$ cat src/rtl/display_mode_ctrl.sv
// Frame-synchronous mode controller for the pixel output mux.
// Button, direct-select and auto-cycle requests commit only on new_frame_in.
module display_mode_ctrl #(
   parameter int         DEBOUNCE_CYCLES = 1_000_000,
   parameter int         AUTO_FRAMES     = 120,
   parameter logic [1:0] RESET_MODE      = 2'd0
) (
   input  logic       clk_in,
   input  logic       rst_in,
   input  logic       btn_in,
   input  logic       sel_valid_in,
   input  logic [1:0] sel_mode_in,
   input  logic       auto_in,
   input  logic       new_frame_in,
   output logic [1:0] mode_out,
   output logic       bg_out,
   output logic       target_out,
   output logic       mode_changed_out
);

   localparam int DW = $clog2(DEBOUNCE_CYCLES);
   localparam int AW = (AUTO_FRAMES > 1) ? $clog2(AUTO_FRAMES) : 1;
   localparam logic [DW-1:0] DB_LAST   = DW'(DEBOUNCE_CYCLES - 1);
   localparam logic [AW-1:0] AUTO_LAST = AW'(AUTO_FRAMES - 1);

   typedef enum logic {IDLE, PENDING} state_t;

   state_t          state_q, state_d;
   logic [1:0]      sync_q;
   logic            btn_sync;
   logic            stable_q;
   logic [DW-1:0]   db_cnt_q;
   logic            db_mismatch, db_flip, press;
   logic [AW-1:0]   auto_cnt_q;
   logic            auto_hit;
   logic            adv_pend_q, sel_pend_q;
   logic [1:0]      sel_reg_q;
   logic [1:0]      mode_q, mode_nxt;
   logic            changed_q;
   logic            commit;
   logic            request;

   assign btn_sync    = sync_q[1];
   assign db_mismatch = btn_sync != stable_q;
   assign db_flip     = db_mismatch && (db_cnt_q == DB_LAST);
   assign press       = db_flip && btn_sync;
   assign auto_hit    = auto_in && new_frame_in && (auto_cnt_q == AUTO_LAST);
   assign request     = press || sel_valid_in;

   always_ff @(posedge clk_in or posedge rst_in) begin
      if (rst_in) begin
         sync_q   <= 2'b00;
         stable_q <= 1'b0;
         db_cnt_q <= '0;
      end else begin
         sync_q <= {sync_q[0], btn_in};
         if (!db_mismatch || db_flip)
            db_cnt_q <= '0;
         else
            db_cnt_q <= db_cnt_q + 1'b1;
         if (db_flip)
            stable_q <= btn_sync;
      end
   end

   always_ff @(posedge clk_in or posedge rst_in) begin
      if (rst_in)
         state_q <= IDLE;
      else
         state_q <= state_d;
   end

   always_comb begin
      state_d = state_q;
      unique case (state_q)
         IDLE: begin
            if (request)
               state_d = PENDING;
         end
         PENDING: begin
            if (commit && !request)
               state_d = IDLE;
         end
         default: state_d = IDLE;
      endcase
   end

   // Priority: direct select, then button advance, then auto step.
   always_comb begin
      commit   = 1'b0;
      mode_nxt = mode_q;
      if (new_frame_in && state_q == PENDING && sel_pend_q) begin
         commit   = 1'b1;
         mode_nxt = sel_reg_q;
      end else if (new_frame_in && state_q == PENDING && adv_pend_q) begin
         commit   = 1'b1;
         mode_nxt = mode_q + 2'd1;
      end else if (auto_hit) begin
         commit   = 1'b1;
         mode_nxt = mode_q + 2'd1;
      end
   end

   // Requests arriving on a boundary survive the clear and wait one frame.
   always_ff @(posedge clk_in or posedge rst_in) begin
      if (rst_in) begin
         adv_pend_q <= 1'b0;
         sel_pend_q <= 1'b0;
         sel_reg_q  <= 2'd0;
      end else begin
         if (press)
            adv_pend_q <= 1'b1;
         else if (commit)
            adv_pend_q <= 1'b0;
         if (sel_valid_in)
            sel_pend_q <= 1'b1;
         else if (commit)
            sel_pend_q <= 1'b0;
         if (sel_valid_in)
            sel_reg_q <= sel_mode_in;
      end
   end

   always_ff @(posedge clk_in or posedge rst_in) begin
      if (rst_in)
         auto_cnt_q <= '0;
      else if (!auto_in)
         auto_cnt_q <= '0;
      else if (new_frame_in) begin
         if (auto_hit || commit)
            auto_cnt_q <= '0;
         else
            auto_cnt_q <= auto_cnt_q + 1'b1;
      end
   end

   always_ff @(posedge clk_in or posedge rst_in) begin
      if (rst_in) begin
         mode_q    <= RESET_MODE;
         changed_q <= 1'b0;
      end else begin
         changed_q <= commit && (mode_nxt != mode_q);
         if (commit)
            mode_q <= mode_nxt;
      end
   end

   assign mode_out         = mode_q;
   assign bg_out           = mode_q[0];
   assign target_out       = mode_q[1];
   assign mode_changed_out = changed_q;

endmodule

$ cat config.mk
export PLATFORM = sky130hd
export DESIGN_NAME = display_mode_ctrl
export DESIGN_NICKNAME = d
export VERILOG_FILES = /design/src/rtl/display_mode_ctrl.sv
export SDC_FILE = /design/constraint.sdc
export NUM_CORES = 1
export LEC_CHECK = 0
export ABC_CLOCK_PERIOD_IN_PS = 2200
export BUFFER_PORTS_ARGS = -buffer_cell sky130_fd_sc_hd__buf_2
export CAP_MARGIN = 0
export CORE_AREA = 2 2 61 63
export CTS_CLUSTER_DIAMETER = 80
export CTS_CLUSTER_SIZE = 16
export DETAILED_ROUTE_END_ITERATION = 10
export DIE_AREA = 0 0 63 65
export GPL_TIMING_DRIVEN = 0
export PLACE_DENSITY_LB_ADDON = 0.2
export REMOVE_ABC_BUFFERS = 1
export SYNTH_ARGS = -nofsm -noshare
export SYNTH_HDL_FRONTEND = slang
export SYNTH_SLANG_ARGS = --single-unit
$ cat constraint.sdc
create_clock -name clk_in -period 2.2 [get_ports clk_in]
set_input_delay 0.33 -clock clk_in [delete_from_list [all_inputs] [get_ports clk_in]]
set_output_delay 0.33 -clock clk_in [all_outputs]
set_load 0.005 [all_outputs]
==> results of run 1 <==
worst paths after layout:
| check | start | end | slack (ps) | cells past startpoint |
|---|---|---|---|---|
| min in group clk_in | btn_in | sync_q[0] | 90 | 1 |
| setup / recovery | db_cnt_q[0] | stable_q | 250 | 5 |
| max in group asynchronous | rst_in | db_cnt_q[3] | 1540 | 3 |
| setup reg to reg | db_cnt_q[0] | stable_q | 250 | 5 |
| hold reg to reg | sync_q[0] | sync_q[1] | 340 | 0 |
| hold / removal | rst_in | db_cnt_q[5] | 90 | 2 |
per-layer routing:
metal	wire [microns]	share of wire	track usage	up-vias
met1	1580	0.44	0.247	724
li1	-	-	-	716
met3	152	0.042	0.0625	5
met4	55	0.015	0.0806	0
met2	1790	0.50	0.335	35
met5	0	0	0	-
registers in the layout, indices dropped and copies added, names as in the netlist:
signal / count
db_cnt_q: 20
sel_pend_q: 1
mode_out: 2
mode_changed_out: 1
sync_q: 2
stable_q: 1
state_q: 1
sel_reg_q: 2
auto_cnt_q: 7
adv_pend_q: 1
stage by stage:
| step | instances | worst slack (ps) |
|---|---|---|
| after floorplan | 183 | 434 |
| after global placement | 243 | 221 |
| after detailed placement | 244 | 154 |
| after CTS | 252 | 155 |
| after global routing | 254 | 71.1 |
| final | 254 | 248 |
synth_stat cells:
master / instances / area, sq um
dfrtp_1: 38 / 951
nor2_1: 20 / 75.1
nand3_1: 12 / 60.1
xor2_1: 12 / 105
nand2_1: 11 / 41.3
and2_1: 8 / 50.1
and4_1: 7 / 61.3
nand4_1: 7 / 43.8
o21ai_0: 7 / 35.0
and3_1: 6 / 37.5
xnor2_1: 5 / 43.8
a21o_1: 4 / 30.0
a21oi_1: 4 / 20.0
buf_4: 4 / 30.0
nor3_1: 4 / 20.0
a221o_1: 3 / 30.0
buf_2: 3 / 15.0
inv_1: 3 / 11.3
mux2_2: 3 / 33.8
nor2b_1: 3 / 18.8
a211oi_1: 2 / 15.0
a22o_1: 2 / 17.5
a31oi_1: 2 / 12.5
ha_1: 2 / 25.0
nand2b_1: 2 / 12.5
nand4b_1: 2 / 17.5
nor4_1: 2 / 12.5
o31ai_1: 2 / 15.0
a31o_2: 1 / 8.76
buf_6: 1 / 11.3
clkbuf_1: 1 / 3.75
nand2_2: 1 / 6.26
nor4bb_1: 1 / 10.0
o22ai_1: 1 / 6.26
o31ai_4: 1 / 21.3
o32a_1: 1 / 10.0
or2_2: 1 / 6.26
or3_1: 1 / 6.26
or4_1: 1 / 7.51
or4b_1: 1 / 10.0
critical path: stages, from the launching register on:
cell and delay [ps]:
dfrtp_1 400, ha_1 210, and4_1 350, nand2_2 140, nor3_1 380, mux2_2 380
power by group through the flow:
stage               Sequential [mW]  Combinational, mW  Clock [mW]
floorplan                     0.762             0.0775           0
global placement              0.763              0.116           0
detailed placement            0.765              0.127           0
CTS                           0.752              0.127       0.499
global route                  0.759              0.145       0.524
finish                        0.751              0.128       0.474
final cells by class:
class / count / area share
Clock buffer: 5 / 0.0176
Clock inverter: 3 / 0.0211
Inverter: 3 / 0.00528
Multi-Input combinational cell: 142 / 0.434
Sequential cell: 38 / 0.446
Tap cell: 48 / 0.0282
Timing Repair Buffer: 15 / 0.0481
layout by cell type (no fill, tap or decap), types with 3 or more instances in the layout:
cell and count:
dfrtp_1 38, nor2_1 20, nand3_1 12, xor2_1 12, buf_2 12, nand2_1 11, and2_1 8, and4_1 7
o21ai_0 7, nand4_1 7, and3_1 6, xnor2_1 5, clkbuf_4 5, a21o_1 4, nor3_1 4, a21oi_1 4
nor2b_1 3, mux2_2 3, inv_1 3, a221o_1 3
timing repair:
action / 4_1_cts / 5_1_grt
resized for setup: 0 / 0
buffers inserted: 0 / 2
setup endpoints to repair: 0 / 19
logic make-up after synthesis:
kind of cell    Yosys count
mux                       3
xor+xnor                 17
buf+inv                  12
simple gates             90
fa+ha+maj                 2
flops                    38
compound gates           30
==> results.md, run 1 <==
* Status: finished clean
* Min Hold Slack at 87.1 ps
* Fmax at 512 MHz
* Fill count at 306
* IO Pins at 13
* Worst EP required at 2440 ps
* Cell area after synthesis at 1950 sq um
* Reg clk slew, reported paths at 130 ps
* #FFs+latches synth at 38
* Largest net degree at the start of global routing at 22
* Antenna Cells at 0
* Worst Setup Start Kind: flop
* Layout area overhead at 9.51%
* Synth warn at 0
* Post-synthesis instance total at 192
* Setup Viol. Count Final at 0
* Max Cap Viol at 0
* Seq/Total Area, Yosys at 0.488
* CTS tree: built
* Global route overflow at 0
* Detail Route Antenna Nets at 0
* Number of port buffers at 12
* Clk sink count at 38
* Compound-Gate Fraction of Synth Area at 0.114
* Post-synthesis xor/xnor area fraction at 0.0764
* Layout cell share with drive strength beyond 1 at 0.146
* DRC errors left at 0
* P per Cell Area at 635 nW/um^2
* Fin. max-slew vios at 0
* Vias in the first global route at 1397
* Fin util at 0.610
* Total GRT Usage at 0.202
* Layout Skew at 18.9 ps
* Starting DRT DRC Count at 104
* Cts hold-fix bufs at 0
* Fin crit period at 1950 ps
* Initial Utilization at 0.557
* Pint at 1.02 mW
* Routed WL per cell at 14.1 microns
* Total clock buffers created by CTS at 5
* Die W at 63 microns
* DP Wirelength at 2.49 mm
* Final standard cell area without fillers at 2130 sq um
* Least-Margin Pin Slew at 764 ps
* Final net count at 215
* Adder-cell share of the synthesized area at 0.0128
* Clk network pwr share at 0.350
* DP Area at 2040 sq um
* Clock latency on the worst-skew pair at 350 ps
* First drt pass iteration count at 4
* Worst hold path class: input pin to async pin
* Critical Path Sink Type: flop
* Crit share post-route at 0.887
* Post-Synth Simple-Gate Area at 0.255
* Tot Pwr at 1.35 mW
* Avg Cell Area, Syn at 10.1 sq um
* Htree depth at 2
* Setup Total Neg Slack at 0 ps
* Clk Tree Root Cell: clkbuf_4
* Leakage power at 0.952 nW
* Worst EP arrival at 2190 ps
* Die H at 65 microns
* WS Path Type: flop to flop
* Placement Rows at 22
* First-pass GRT wire length at 6.42 mm
* Detailed Route WL at 3.58 mm
* Slew HR at 0.490
* Sw Ratio at 0.243
* FF+latch area at 951 sq um
* Clock buffer depth at 2
* Crit path max fanout at 7
* Mux share of post-synthesis cell area at 0.0173
* Footprint of the multi-input gates at 926 sq um
* Vias per cell at 5.83
* Comb pwr share at 0.095
* Sequential share of power at 0.555
* Net Sw Power at 0.329 mW
* Antenna violations before repair at 0
* Library cells used by synthesis at 40
* RSZ-0062 raised after global routing: no
* IR drop worst, VDD at 0.000664 V
* Die area at 4100 sq um
* Core Box Area at 3500 sq um
* Main combinational cell family by area after synthesis: simple AND/OR/NAND/NOR gates
* Final hold violations at 0
* DR vias at 1480
* GPL Wtd Cong at 0.887
Power figures use the tool's default switching activity.
==> inputs of run 2 (changes only) <==
Settings changed: REMOVE_ABC_BUFFERS 1 to not set, SLEW_MARGIN set to 20.
==> results.md, run 2 (synthesis gave the netlist of run 1 again) <==
* Crit path max fanout at 10 (+3)
* Antenna violations before repair at 0 (unchanged)
* Mapped Nets at 202
* RSZ-0062 raised after global routing: no
* Max Cap Viol at 0 (unchanged)
* Commonest non-fill, non-tap cells in the layout: 38 x dfrtp_1, 20 x nor2_1, 15 x buf_2
* Starting DRT DRC Count at 106 (+1.9%)
* Clock buffer depth at 2 (unchanged)
* IR drop worst, VDD at 0.000432 V (-35%)
* Placement Rows at 22 (unchanged)
* Number of port buffers at 12 (unchanged)
* Detailed Route WL at 3.61 mm (+0.98%)
* Least-Margin Pin Slew at 796 ps (+32.0 ps)
* Fmax at 519 MHz (+1.3%)
* DRC errors left at 0 (unchanged)
* Core Box Area at 3500 sq um (unchanged)
* Die W at 63 microns (unchanged)
* Setup Total Neg Slack at 0 ps (unchanged)
* GPL Wtd Cong at 0.903 (+1.8%)
* Final hold violations at 0 (unchanged)
* Worst EP required at 2450 ps (about the same)
* Global route overflow at 0 (unchanged)
* Total clock buffers created by CTS at 5 (unchanged)
* Status: finished clean
* Top Registers: db_cnt_q: 20 flops, auto_cnt_q: 7 flops
* Layout area overhead at 9.25%
* Clk sink count at 38 (unchanged)
* Layout Skew at 10.0 ps (-8.86 ps)
* Largest net degree at the start of global routing at 39 (+77%)
* Cts hold-fix bufs at 0 (unchanged)
* Vias in the first global route at 1422 (+1.8%)
* Total GRT Usage at 0.197 (-0.00561)
* Max FFs per register at 20 (unchanged)
* Clock latency on the worst-skew pair at 350 ps (about the same)
* Crit share post-route at 0.876 (-0.0113)
* Fin. max-slew vios at 0 (unchanged)
* CTS tree: built
* Routed WL per cell at 13.9 microns (-1.4%)
* Worst hold path class: input pin to flop
* Post-CTS sizing at 0 (unchanged)
* Final net count at 221 (+2.8%)
* Reg clk slew, reported paths at 110 ps (-20 ps)
* First-pass GRT wire length at 6.32 mm (-1.5%)
* Setup Viol. Count Final at 0 (unchanged)
* Fin util at 0.609 (-0.00143)
* Slew HR at 0.469 (-0.0216)
* Biggest register: db_cnt_q
* Initial Utilization at 0.557 (unchanged)
* Leakage power at 0.971 nW (+2.0%)
* Layout cell share with drive strength beyond 1 at 0.165 (+0.0195)
* Worst Setup Start Kind: flop
* Detail Route Antenna Nets at 0 (unchanged)
* Worst EP arrival at 2170 ps (-20 ps)
* Post-CTS Setup Inserts at 0 (unchanged)
* Critical Path Sink Type: flop
* P per Cell Area at 596 nW/um^2 (-6.1%)
* First drt pass iteration count at 4 (unchanged)
* Vias per cell at 5.83 (about the same)
* WS Path Type: flop to flop
* DP Wirelength at 2.54 mm (+2.0%)
* Clk Tree Root Cell: clkbuf_4
* Antenna Cells at 0 (unchanged)
* Htree depth at 2 (unchanged)
* Commonest non-fill, non-tap cell in the layout: dfrtp_1
* Die H at 65 microns (unchanged)
* Fin crit period at 1930 ps (-24.8 ps)
* DR vias at 1516 (+2.4%)
* Die area at 4100 sq um (unchanged)
* IO Pins at 13 (unchanged)
## run 2: final cells by class
cell class                      count  area (sq um)
Buffer                              9          60.1
Clock buffer                        7          55.1
Inverter                            3          11.3
Clock inverter                      1          5.00
Fill cell                         314          1370
Timing Repair Buffer               12          60.1
Tap cell                           48          60.1
Sequential cell                    38           951
Multi-Input combinational cell    142           926
## run 2: per-layer routing
metal / track usage / up-vias / wire [microns]
met5: 0 / - / 0
met3: 0.0538 / 7 / 165
li1: - / 731 / -
met1: 0.249 / 735 / 1640
met4: 0.0778 / 0 / 68
met2: 0.320 / 43 / 1740
## run 2: critical path: stages, from the launching register on
cell     delay [ps]
dfrtp_1         400
ha_1            220
and4_1          180
buf_2           180
nand2_2         100
o31ai_4         490
buf_6           210
nor2_1           50
## run 2: worst paths after layout
| path | from | to | slack, ps | depth (start not counted) |
|---|---|---|---|---|
| worst max-delay path | db_cnt_q[0] | db_cnt_q[8] | 270 | 7 |
| worst min-delay path | btn_in | sync_q[0] | 80 | 1 |
| worst max register to register | db_cnt_q[0] | db_cnt_q[8] | 270 | 7 |
| worst min register to register | sync_q[0] | sync_q[1] | 360 | 0 |
| max in group asynchronous | rst_in | db_cnt_q[3] | 1580 | 2 |
| min in group asynchronous | rst_in | mode_out[0] | 110 | 2 |
## run 2: report_power, final
group          leakage (nW)  total, mW  internal [mW]  switching [mW]
Sequential            0.504      0.751          0.723          0.0273
Combinational         0.431      0.130         0.0662          0.0641
Clock                0.0353      0.387          0.155           0.232
## run 2: metrics by stage
stage	instance area, sq um	setup slack [ps]	hold slack (ps)	std cells	power, mW
floorplan	1950	479	331	192	0.852
global placement	2070	313	336	252	0.892
detailed placement	2070	280	347	252	0.897
CTS	2130	260	65.8	260	1.28
global route	2130	75.4	59.1	260	1.33
finish	2130	272	81.6	260	1.27
